<file path="src/rtl/div_tick_timer_if.sv">
`default_nettype none
// ============================================================================
// Module   : div_tick_timer_if
// Purpose  : Control/status bundle between a host and div_tick_timer.
// Revision : 1.0 - initial release
// ============================================================================
interface div_tick_timer_if #(
  parameter int WIDTH = 8
) ();
  logic             div_in;
  logic [WIDTH-1:0] load_val;
  logic             start;
  logic             pause;
  logic             abort;
  logic             auto_reload;
  logic [WIDTH-1:0] count;
  logic             busy;
  logic             done;
  logic             tick_out;

  modport master (
    output div_in, load_val, start, pause, abort, auto_reload,
    input  count, busy, done, tick_out
  );

  modport slave (
    input  div_in, load_val, start, pause, abort, auto_reload,
    output count, busy, done, tick_out
  );
endinterface
`default_nettype wire

</file>
<file path="src/rtl/div_tick_timer.sv">
`default_nettype none
// ============================================================================
// Module   : div_tick_timer
// Purpose  : Down-counts edges of a divided clock level; pulses done on expiry.
//            Optional DIV_SYNC_EN adds a two-flop synchronizer on div_in.
// Revision : 1.0 - initial release
// ============================================================================
module div_tick_timer #(
  parameter int WIDTH      = 8,
  parameter bit BOTH_EDGES = 1'b0
) (
  input  wire logic       clk,
  input  wire logic       rst,
  div_tick_timer_if.slave bus
);

  localparam logic [1:0] c_st_idle  = 2'd0;
  localparam logic [1:0] c_st_run   = 2'd1;
  localparam logic [1:0] c_st_pause = 2'd2;

`ifdef DIV_SYNC_EN
  localparam logic [1:0] c_arm_last = 2'd2;
`else
  localparam logic [1:0] c_arm_last = 2'd0;
`endif

  logic             w_div_s_nxt;
  logic             r_div_s;
  logic             r_div_d;
  logic             r_armed;
  logic [1:0]       r_arm_cnt;
  logic             w_edge;
  logic             w_tick;
  logic [1:0]       r_state;
  logic [WIDTH-1:0] r_count;
  logic [WIDTH-1:0] r_reload_val;
  logic             r_reload_mode;
  logic             r_done;
  logic             r_tick_out;

`ifdef DIV_SYNC_EN
  logic r_sync1;

  always_ff @(posedge clk or posedge rst) begin
    if (rst) r_sync1 <= 1'b0;
    else     r_sync1 <= bus.div_in;
  end

  assign w_div_s_nxt = r_sync1;
`else
  assign w_div_s_nxt = bus.div_in;
`endif

  // While unarmed the history is primed with the incoming sample, so a level
  // already high at reset release never looks like an edge.
  always_ff @(posedge clk or posedge rst) begin
    if (rst) begin
      r_div_s   <= 1'b0;
      r_div_d   <= 1'b0;
      r_armed   <= 1'b0;
      r_arm_cnt <= 2'd0;
    end else begin
      r_div_s <= w_div_s_nxt;
      r_div_d <= r_armed ? r_div_s : w_div_s_nxt;
      if (!r_armed) begin
        r_arm_cnt <= r_arm_cnt + 2'd1;
        r_armed   <= (r_arm_cnt == c_arm_last);
      end
    end
  end

  generate
    if (BOTH_EDGES) begin : g_both_edges
      assign w_edge = r_div_s ^ r_div_d;
    end else begin : g_rise_edge
      assign w_edge = r_div_s & ~r_div_d;
    end
  endgenerate

  assign w_tick = r_armed & w_edge;

  always_ff @(posedge clk or posedge rst) begin
    if (rst) begin
      r_state       <= c_st_idle;
      r_count       <= '0;
      r_reload_val  <= '0;
      r_reload_mode <= 1'b0;
      r_done        <= 1'b0;
      r_tick_out    <= 1'b0;
    end else begin
      r_done     <= 1'b0;
      r_tick_out <= w_tick;
      if (bus.abort) begin
        r_state <= c_st_idle;
        r_count <= '0;
      end else if (bus.start) begin
        r_reload_val  <= bus.load_val;
        r_reload_mode <= bus.auto_reload;
        if (bus.load_val == '0) begin
          // Zero-length run expires immediately without ever going busy.
          r_done  <= 1'b1;
          r_state <= c_st_idle;
          r_count <= '0;
        end else begin
          r_state <= c_st_run;
          r_count <= bus.load_val;
        end
      end else begin
        case (r_state)
          c_st_run: begin
            if (bus.pause) begin
              r_state <= c_st_pause;
            end else if (w_tick) begin
              if (r_count == WIDTH'(1)) begin
                r_done <= 1'b1;
                if (r_reload_mode) begin
                  r_count <= r_reload_val;
                end else begin
                  r_count <= '0;
                  r_state <= c_st_idle;
                end
              end else begin
                r_count <= r_count - WIDTH'(1);
              end
            end
          end
          c_st_pause: begin
            if (!bus.pause) r_state <= c_st_run;
          end
          c_st_idle: begin
            r_state <= c_st_idle;
          end
          default: begin
            r_state <= c_st_idle;
            r_count <= '0;
          end
        endcase
      end
    end
  end

  assign bus.count    = r_count;
  assign bus.busy     = (r_state != c_st_idle);
  assign bus.done     = r_done;
  assign bus.tick_out = r_tick_out;

endmodule
`default_nettype wire

</file>
<file path="src/flat_wrapper.sv">
// flat-port wrapper written by rule: the top's interface ports become plain ports
module div_tick_timer_flat 
#(
  parameter int WIDTH      = 8,
  parameter bit BOTH_EDGES = 1'b0
)
  (clk, rst, bus_div_in, bus_load_val, bus_start, bus_pause, bus_abort, bus_auto_reload, bus_count, bus_busy, bus_done, bus_tick_out);
  div_tick_timer_if #(.WIDTH(WIDTH)) bus_i ();
  input  wire logic clk;
  input  wire logic rst;
  input wire logic [$bits(bus_i.div_in)-1:0] bus_div_in;
  input wire logic [$bits(bus_i.load_val)-1:0] bus_load_val;
  input wire logic [$bits(bus_i.start)-1:0] bus_start;
  input wire logic [$bits(bus_i.pause)-1:0] bus_pause;
  input wire logic [$bits(bus_i.abort)-1:0] bus_abort;
  input wire logic [$bits(bus_i.auto_reload)-1:0] bus_auto_reload;
  output wire logic [$bits(bus_i.count)-1:0] bus_count;
  output wire logic [$bits(bus_i.busy)-1:0] bus_busy;
  output wire logic [$bits(bus_i.done)-1:0] bus_done;
  output wire logic [$bits(bus_i.tick_out)-1:0] bus_tick_out;
  assign bus_i.div_in = bus_div_in;
  assign bus_i.load_val = bus_load_val;
  assign bus_i.start = bus_start;
  assign bus_i.pause = bus_pause;
  assign bus_i.abort = bus_abort;
  assign bus_i.auto_reload = bus_auto_reload;
  assign bus_count = bus_i.count;
  assign bus_busy = bus_i.busy;
  assign bus_done = bus_i.done;
  assign bus_tick_out = bus_i.tick_out;
  div_tick_timer #(.WIDTH(WIDTH), .BOTH_EDGES(BOTH_EDGES)) u_core (.clk(clk), .rst(rst), .bus(bus_i));
endmodule
</file>
<file path="config.mk">
export PLATFORM = sky130hd
export DESIGN_NAME = div_tick_timer_flat
export DESIGN_NICKNAME = d
export VERILOG_FILES = /design/src/rtl/div_tick_timer_if.sv /design/src/rtl/div_tick_timer.sv /design/src/flat_wrapper.sv
export SDC_FILE = /design/constraint.sdc
export NUM_CORES = 1
export LEC_CHECK = 0
export ABC_AREA = 1
export ABC_CLOCK_PERIOD_IN_PS = 3390
export CAP_MARGIN = 20
export CORE_ASPECT_RATIO = 1.1
export CORE_UTILIZATION = 56
export CTS_CLUSTER_SIZE = 40
export DETAILED_ROUTE_END_ITERATION = 10
export PLACE_DENSITY_LB_ADDON = 0.1
export SYNTH_ARGS = -nofsm -noshare
export SYNTH_HDL_FRONTEND = slang
export SYNTH_SLANG_ARGS = --single-unit
</file>
<file path="constraint.sdc">
create_clock -name clk -period 3.39 [get_ports clk]
set_input_delay 0.8475 -clock clk [delete_from_list [all_inputs] [get_ports clk]]
set_output_delay 0.8475 -clock clk [all_outputs]
set_load 0.01 [all_outputs]
</file>
==> results of run 1 <==
## worst paths after layout
kind | depth (start not counted) | end
max | 3 | bus_busy
min | 1 | u_core.bus.tick_out
max reg2reg | 7 | u_core.bus.count[0]
min reg2reg | 1 | u_core.bus.tick_out
max in group asynchronous | 3 | u_core.bus.count[4]
min in group asynchronous | 2 | u_core.bus.done
## kinds of logic after synthesis
group,count (synthesis)
XOR/XNOR,1
buffers and inverters,40
AO/OA/AOI/OAI,28
AND/OR/NAND/NOR,107
flip-flops,26
adder cells (fa/ha/maj),3
## cells in the final DEF, fill, tap and decap left out
cell / synthesis / layout
a21boi_1: 7 / 7
nand4_2: 1 / 1
buf_8: 0 / 1
o21ai_0: 17 / 17
nand3_2: 1 / 1
inv_2: 2 / 2
clkbuf_8: 0 / 1
nand2_1: 55 / 55
a21oi_1: 4 / 4
nor2_4: 3 / 3
clkdlybuf4s50_1: 0 / 25
ha_1: 3 / 3
xnor2_1: 1 / 1
nand3_4: 1 / 1
nor2_2: 1 / 1
dfrtp_1: 26 / 26
or2_2: 1 / 1
nor3_1: 2 / 2
clkbuf_4: 0 / 3
nand4_1: 3 / 3
nor2_1: 21 / 21
nand3_1: 16 / 16
inv_1: 36 / 36
nand2_2: 2 / 2
## metal layers
metal | vias to the layer above | track usage, %
met3 | 2 | 3.25
li1 | 694 | -
met2 | 32 | 46.8
met5 | - | 0
met4 | 0 | 7.72
met1 | 668 | 31.2
## power groups by stage
stage	registers [µW]	clock network, µW	logic [µW]
after global placement	368	0	196
final	364	159	208
after global routing	367	172	231
after floorplan	370	0	122
after CTS	363	160	205
after detailed placement	369	0	204
## final cells by class
type,count,area [µm²]
clock buffer,4,36.3
fill,204,689
inverter,38,143
multi-input combinational,139,697
sequential,26,651
tap,31,38.8
timing repair buffer,26,265
## registers in the layout, indices dropped and copies added, names as in the netlist
signal,flops
u_core.r_armed,1
u_core.bus.tick_out,1
u_core.r_div_s,1
u_core.r_arm_cnt,2
u_core.r_reload_mode,1
u_core.r_reload_val,8
u_core.r_state,2
u_core.bus.done,1
u_core.r_div_d,1
u_core.bus.count,8
## critical path, cell delays in order, from the launching register on
cell and delay (ns):
dfrtp_1 0.44, inv_1 0.07, nand2_1 0.06, clkdlybuf4s50_1 0.53
## stage by stage
stage	std cells	power, µW	utilization, %	worst slack, ns	area [µm²]
2_1_floorplan	205	492	-	1.70	1510
3_3_place_gp	259	564	70.6	1.08	1780
3_5_place_dp	259	573	70.6	0.998	1780
4_1_cts	263	728	72.0	1.12	1820
5_1_grt	264	770	72.6	1.05	1830
6_report	264	730	72.6	1.12	1830
==> impl_results.md, run 1 <==
- Largest net degree at the start of global routing: 27
- Post-Synth XOR/XNOR Area: 0.581%
- Simple-gate area share of the yosys netlist: 32.7%
- Max Cap Violations: 0
- Die Y: 56.4 µm
- Cts bufs inserted: 3
- Starting density of the core: 59.8%
- Number of global-route vias before repair: 1375
- Fin nets: 252
- PwrDens: 399 nW/µm²
- Core ar.: 2520 µm²
- Share of power burned in registers: 49.8%
- Pins Over Slew Limit: 0
- Crit path kind: reg2out
- Worst Tran Pin Value: 0.514 ns
- Hold_sp: u_core.r_div_d
- Post-CTS Setup Repair Bufs: 0
- Max-slew headroom: 65.7%
- Flops & latches, synth: 26
- Cts hold-fix bufs: 0
- Register-to-register setup slack: 1.78 ns
- Distinct cells, synth: 22
- Combinational power share: 28.5%
- Main combinational cell family by area after synthesis: simple AND/OR/NAND/NOR gates
- Initial DRC count: 80
- Internal power: 494 µW
- Routed wire length: 3420 µm
- Initial antenna violation count: 0
- Compound-Gate Fraction of Synth Area: 10.5%
- Clock latency on the worst-skew pair: 0.32 ns
- CTS sink cnt: 26
- First-pass GRT wire length: 5720 µm
- Adder-Cell Fraction of Synth Area: 2.49%
- Reg2Reg Launch Point: u_core.bus.count[1]
- RSZ-0062 raised after global routing: false
- Clock share of power: 21.7%
- Hpwl dp: 2570 µm
- Global route overflow: 0
- Cell with the most instances after synthesis: nand2_1
- Worst Setup SP: u_core.r_state[1]
- Routed len/inst: 13.0 µm
- Sw frac: 32.4%
- First-pass DRT Iterations: 4
- Rows: 19
- DR top layer: met4
- Post-synthesis sequential area ratio: 43.2%
- CP Data Arrival Time: 1.43 ns
- Layout area overhead: 21.5%
- Via count: 1396
- CP Launch Type: register
- GRT Overall Usage: 25.9%
- Syn_area_per_cell: 7.35 µm²
- Antenna-violating nets left: 0
- Setup TNS: 0 ns
- Worst-path clk slew: 0.14 ns
- WHS: 0.472 ns
- P_sw: 237 µW
- CP Capture Type: output port
- Status: completed
- Final hold vios: 0
- Worst-path fanout max: 3
- Residual DRC count: 0
- Number of synthesized flops with an enable pin: 0
- Antenna diodes: 0
- Lkg Pwr: 0.000965 µW
- Top post-synthesis cells by count: 55 x nand2_1, 36 x inv_1, 26 x dfrtp_1, 21 x nor2_1, 17 x o21ai_0
- Ys flop type: dfrtp_1
- Post-synthesis async set-or-reset flop share: 100%
- Die ar.: 2900 µm²
- Mux cell area share after synthesis: 0%
- Wire length on met2: 1740 µm
- Req. time, crit path: 2.54 ns
- # setup viols final: 0
- Peak supply drop: 0.349 mV
- CTS tree: built
- Clock tree buffer depth: 2
- Final period utilization: 67.0%
- Top cell type by total area after synthesis: dfrtp_1
- Yosys warns: 0
- WL met3: 130 µm
- Syn Nets: 223
- Number of port buffers: 25
- DR vias/cell: 5.29
- Skew final: 0.00615 ns
- Fmax: 440 MHz
- I/O pin count: 26
- Resized Gates After CTS: 0
- CTS Root Cell: clkbuf_4
- Layout cells sized above 1: 7.30%
- Area of the mapped netlist: 1510 µm²
- Synth top area share: 43.2%
- Die Width: 51.5 µm
- Gate Count Post-Synth: 205
- Met1 WL: 1530 µm
- Number of H-tree levels: 1
- Min-delay worst type: reg2reg
- Dominant cells by area after synthesis: dfrtp_1 43%, nand2_1 14%, inv_1 9.0%
- Final GP Congestion: 0.835
- Fin crit period: 2.27 ns
(Power assumes the default switching activity.)
==> run 2: changes to the inputs <==
--- a/config.mk
+++ b/config.mk
@@ -6,10 +6,10 @@
 export NUM_CORES = 1
 export LEC_CHECK = 0
 export ABC_AREA = 1
-export ABC_CLOCK_PERIOD_IN_PS = 3390
+export ABC_CLOCK_PERIOD_IN_PS = 2200
 export CAP_MARGIN = 20
 export CORE_ASPECT_RATIO = 1.1
-export CORE_UTILIZATION = 56
+export CORE_UTILIZATION = 52
 export CTS_CLUSTER_SIZE = 40
 export DETAILED_ROUTE_END_ITERATION = 10
 export PLACE_DENSITY_LB_ADDON = 0.1
==> constraint.sdc (replaced) <==
create_clock -name clk -period 2.2 [get_ports clk]
set_input_delay 0.55 -clock clk [delete_from_list [all_inputs] [get_ports clk]]
set_output_delay 0.55 -clock clk [all_outputs]
set_load 0.01 [all_outputs]
==> impl_results.md, run 2 (synthesized netlist as in run 1, its figures left out) <==
- Die Y: 58.5 µm (+3.6%)
- First-pass GRT wire length: 5930 µm (+3.7%)
- Core ar.: 2750 µm² (+9.2%)
- Resized Gates After CTS: 0 (unchanged)
- Clock share of power: 27.7% (+6.0 points)
- Placed Instance Area: 1790 µm² (+0.56%)
- Worst R2R Path Depth: 9 (+2)
- GRT Overall Usage: 26.2% (+0.34 points)
- I/O pin count: 26 (unchanged)
- Routed len/inst: 13.2 µm (+1.7%)
- Worst-path clk slew: 0.15 ns (about the same)
- Skew final: 0.00243 ns (-0.00372 ns)
- Peak supply drop: 0.417 mV (+19%)
- Routed wire length: 3500 µm (+2.4%)
- DR vias/cell: 5.38 (+1.7%)
- Lkg Pwr: 0.000970 µW (+0.45%)
- Max-slew headroom: 74.0% (+8.3 points)
- Rows: 20 (+1)
- Residual DRC count: 0 (unchanged)
- Antenna-violating nets left: 0 (unchanged)
- Number of port buffers: 25 (unchanged)
- Via count: 1431 (+2.5%)
- Max Cap Violations: 0 (unchanged)
- Fin nets: 252 (unchanged)
- Initial antenna violation count: 0 (unchanged)
- Hpwl dp: 2640 µm (+2.5%)
- CP Data Arrival Time: 1.44 ns (about the same)
- CTS Root Cell: clkbuf_4
- Cts hold-fix bufs: 0 (unchanged)
- Reg2Reg Launch Point: u_core.bus.count[1]
- Worst-path fanout max: 3 (unchanged)
- CTS tree: built
- Final hold vios: 0 (unchanged)
- Worst Hold Path EP: u_core.r_arm_cnt[0]
- Layout cells sized above 1: 7.30% (unchanged)
- Worst hold stages: 1 (unchanged)
- Post-CTS Setup Repair Bufs: 0 (unchanged)
- First-pass DRT Iterations: 6 (+2)
- Fmax: 502 MHz
- Most frequent cells in the layout: 55 x nand2_1, 36 x inv_1, 26 x dfrtp_1, 25 x clkdlybuf4s50_1, 21 x nor2_1
- PwrDens: 662 nW/µm² (+66%)
- Number of global-route vias before repair: 1383 (+0.58%)
- Antenna diodes: 0 (unchanged)
- Share of power burned in registers: 45.9% (-3.9 points)
- Setup TNS: 0 ns (unchanged)
- Pins Over Slew Limit: 0 (unchanged)
- Clock tree buffer depth: 2 (unchanged)
- Number of H-tree levels: 1 (unchanged)
- Sw frac: 30.9% (-1.5 points)
- Initial DRC count: 76 (-5.0%)
- RSZ-0062 raised after global routing: false
- Internal power: 843 µW (+71%)
- Starting density of the core: 54.7% (-5.1 points)
- Die Width: 53.3 µm (+3.6%)
- Register-to-register setup slack: 0.60 ns (-1.18 ns)
- Worst Tran Pin Value: 0.390 ns (-0.124 ns)
- Combinational power share: 26.4% (-2.1 points)
- Min-delay worst type: reg2reg
- Cts bufs inserted: 3 (unchanged)
- CP Capture Type: output port
- Req. time, crit path: 1.65 ns (-0.89 ns)
- Final period utilization: 90.5%
- Largest net degree at the start of global routing: 27 (unchanged)
- Die ar.: 3120 µm² (+7.4%)
- Crit path kind: reg2out
- WHS: 0.481 ns (+0.00842 ns)
- Hold_sp: u_core.r_arm_cnt[0]
- Fin crit period: 1.99 ns
- Fin area: 1840 µm² (+0.62%)
- Most common cell after layout, fill and taps aside: nand2_1
- CP Launch Type: register
- P_sw: 377 µW (+59%)
- # setup viols final: 0 (unchanged)
- Layout area overhead: 22.3%
- R2r endpoint: u_core.bus.count[5]
- Final GP Congestion: 0.813 (-2.7%)
- Clock latency on the worst-skew pair: 0.34 ns (+0.02 ns)
- Status: completed
- CTS sink cnt: 26 (unchanged)
- Global route overflow: 0 (unchanged)
==> run 2: cell count changes in the layout (fill, tap and decap cells not counted) <==
cell,before,now
bufinv_16,0,1
buf_4,0,1
buf_8,1,0
clkbuf_8,1,0
==> run 2: stage by stage <==
step / instances / worst slack [ns] / total power (µW) / utilization [%]
after CTS: 266 / 0.204 / 1220 / 66.9
after detailed placement: 262 / 0.111 / 886 / 65.0
after floorplan: 205 / 0.808 / 758 / -
final: 266 / 0.208 / 1220 / 66.9
after global routing: 266 / 0.150 / 1290 / 66.9
after global placement: 262 / 0.204 / 871 / 65.0
==> run 2: power by group through the flow <==
stage | clock network (µW) | logic (µW) | registers [µW]
after floorplan | 0 | 188 | 570
after global placement | 0 | 305 | 566
after detailed placement | 0 | 317 | 568
after CTS | 342 | 322 | 559
after global routing | 361 | 360 | 565
final | 339 | 322 | 560
==> run 2: worst max-delay path by stage <==
stage                                endpoint              start  slack, ns  cells after the start
after global routing                 bus_busy  u_core.r_state[1]       0.15                      3
after floorplan           u_core.bus.count[7]          bus_start       0.81                      6
final                                bus_busy  u_core.r_state[1]       0.21                      3
after CTS                            bus_busy  u_core.r_state[1]       0.20                      3
after global placement    u_core.bus.count[1]          bus_start       0.20                      8
after detailed placement  u_core.bus.count[0]          bus_start       0.11                      8
==> run 2: cell type report <==
type,count,area (µm²)
fill,257,911
sequential,26,651
tap,33,41.3
clock inverter,1,30.0
timing repair buffer,26,258
clock buffer,3,22.5
multi-input combinational,139,697
inverter,38,143
==> run 2: metal layers <==
metal	up-vias	wire, µm	track usage [%]
met5	-	0	0
met4	0	82	12.4
met3	11	137	3.88
met2	44	1780	44.5
met1	682	1500	32.1
li1	694	-	-
==> run 2: critical path: stages, from the launching register on <==
cell             delay [ns]
dfrtp_1                0.44
inv_1                  0.07
nand2_1                0.07
clkdlybuf4s50_1        0.53
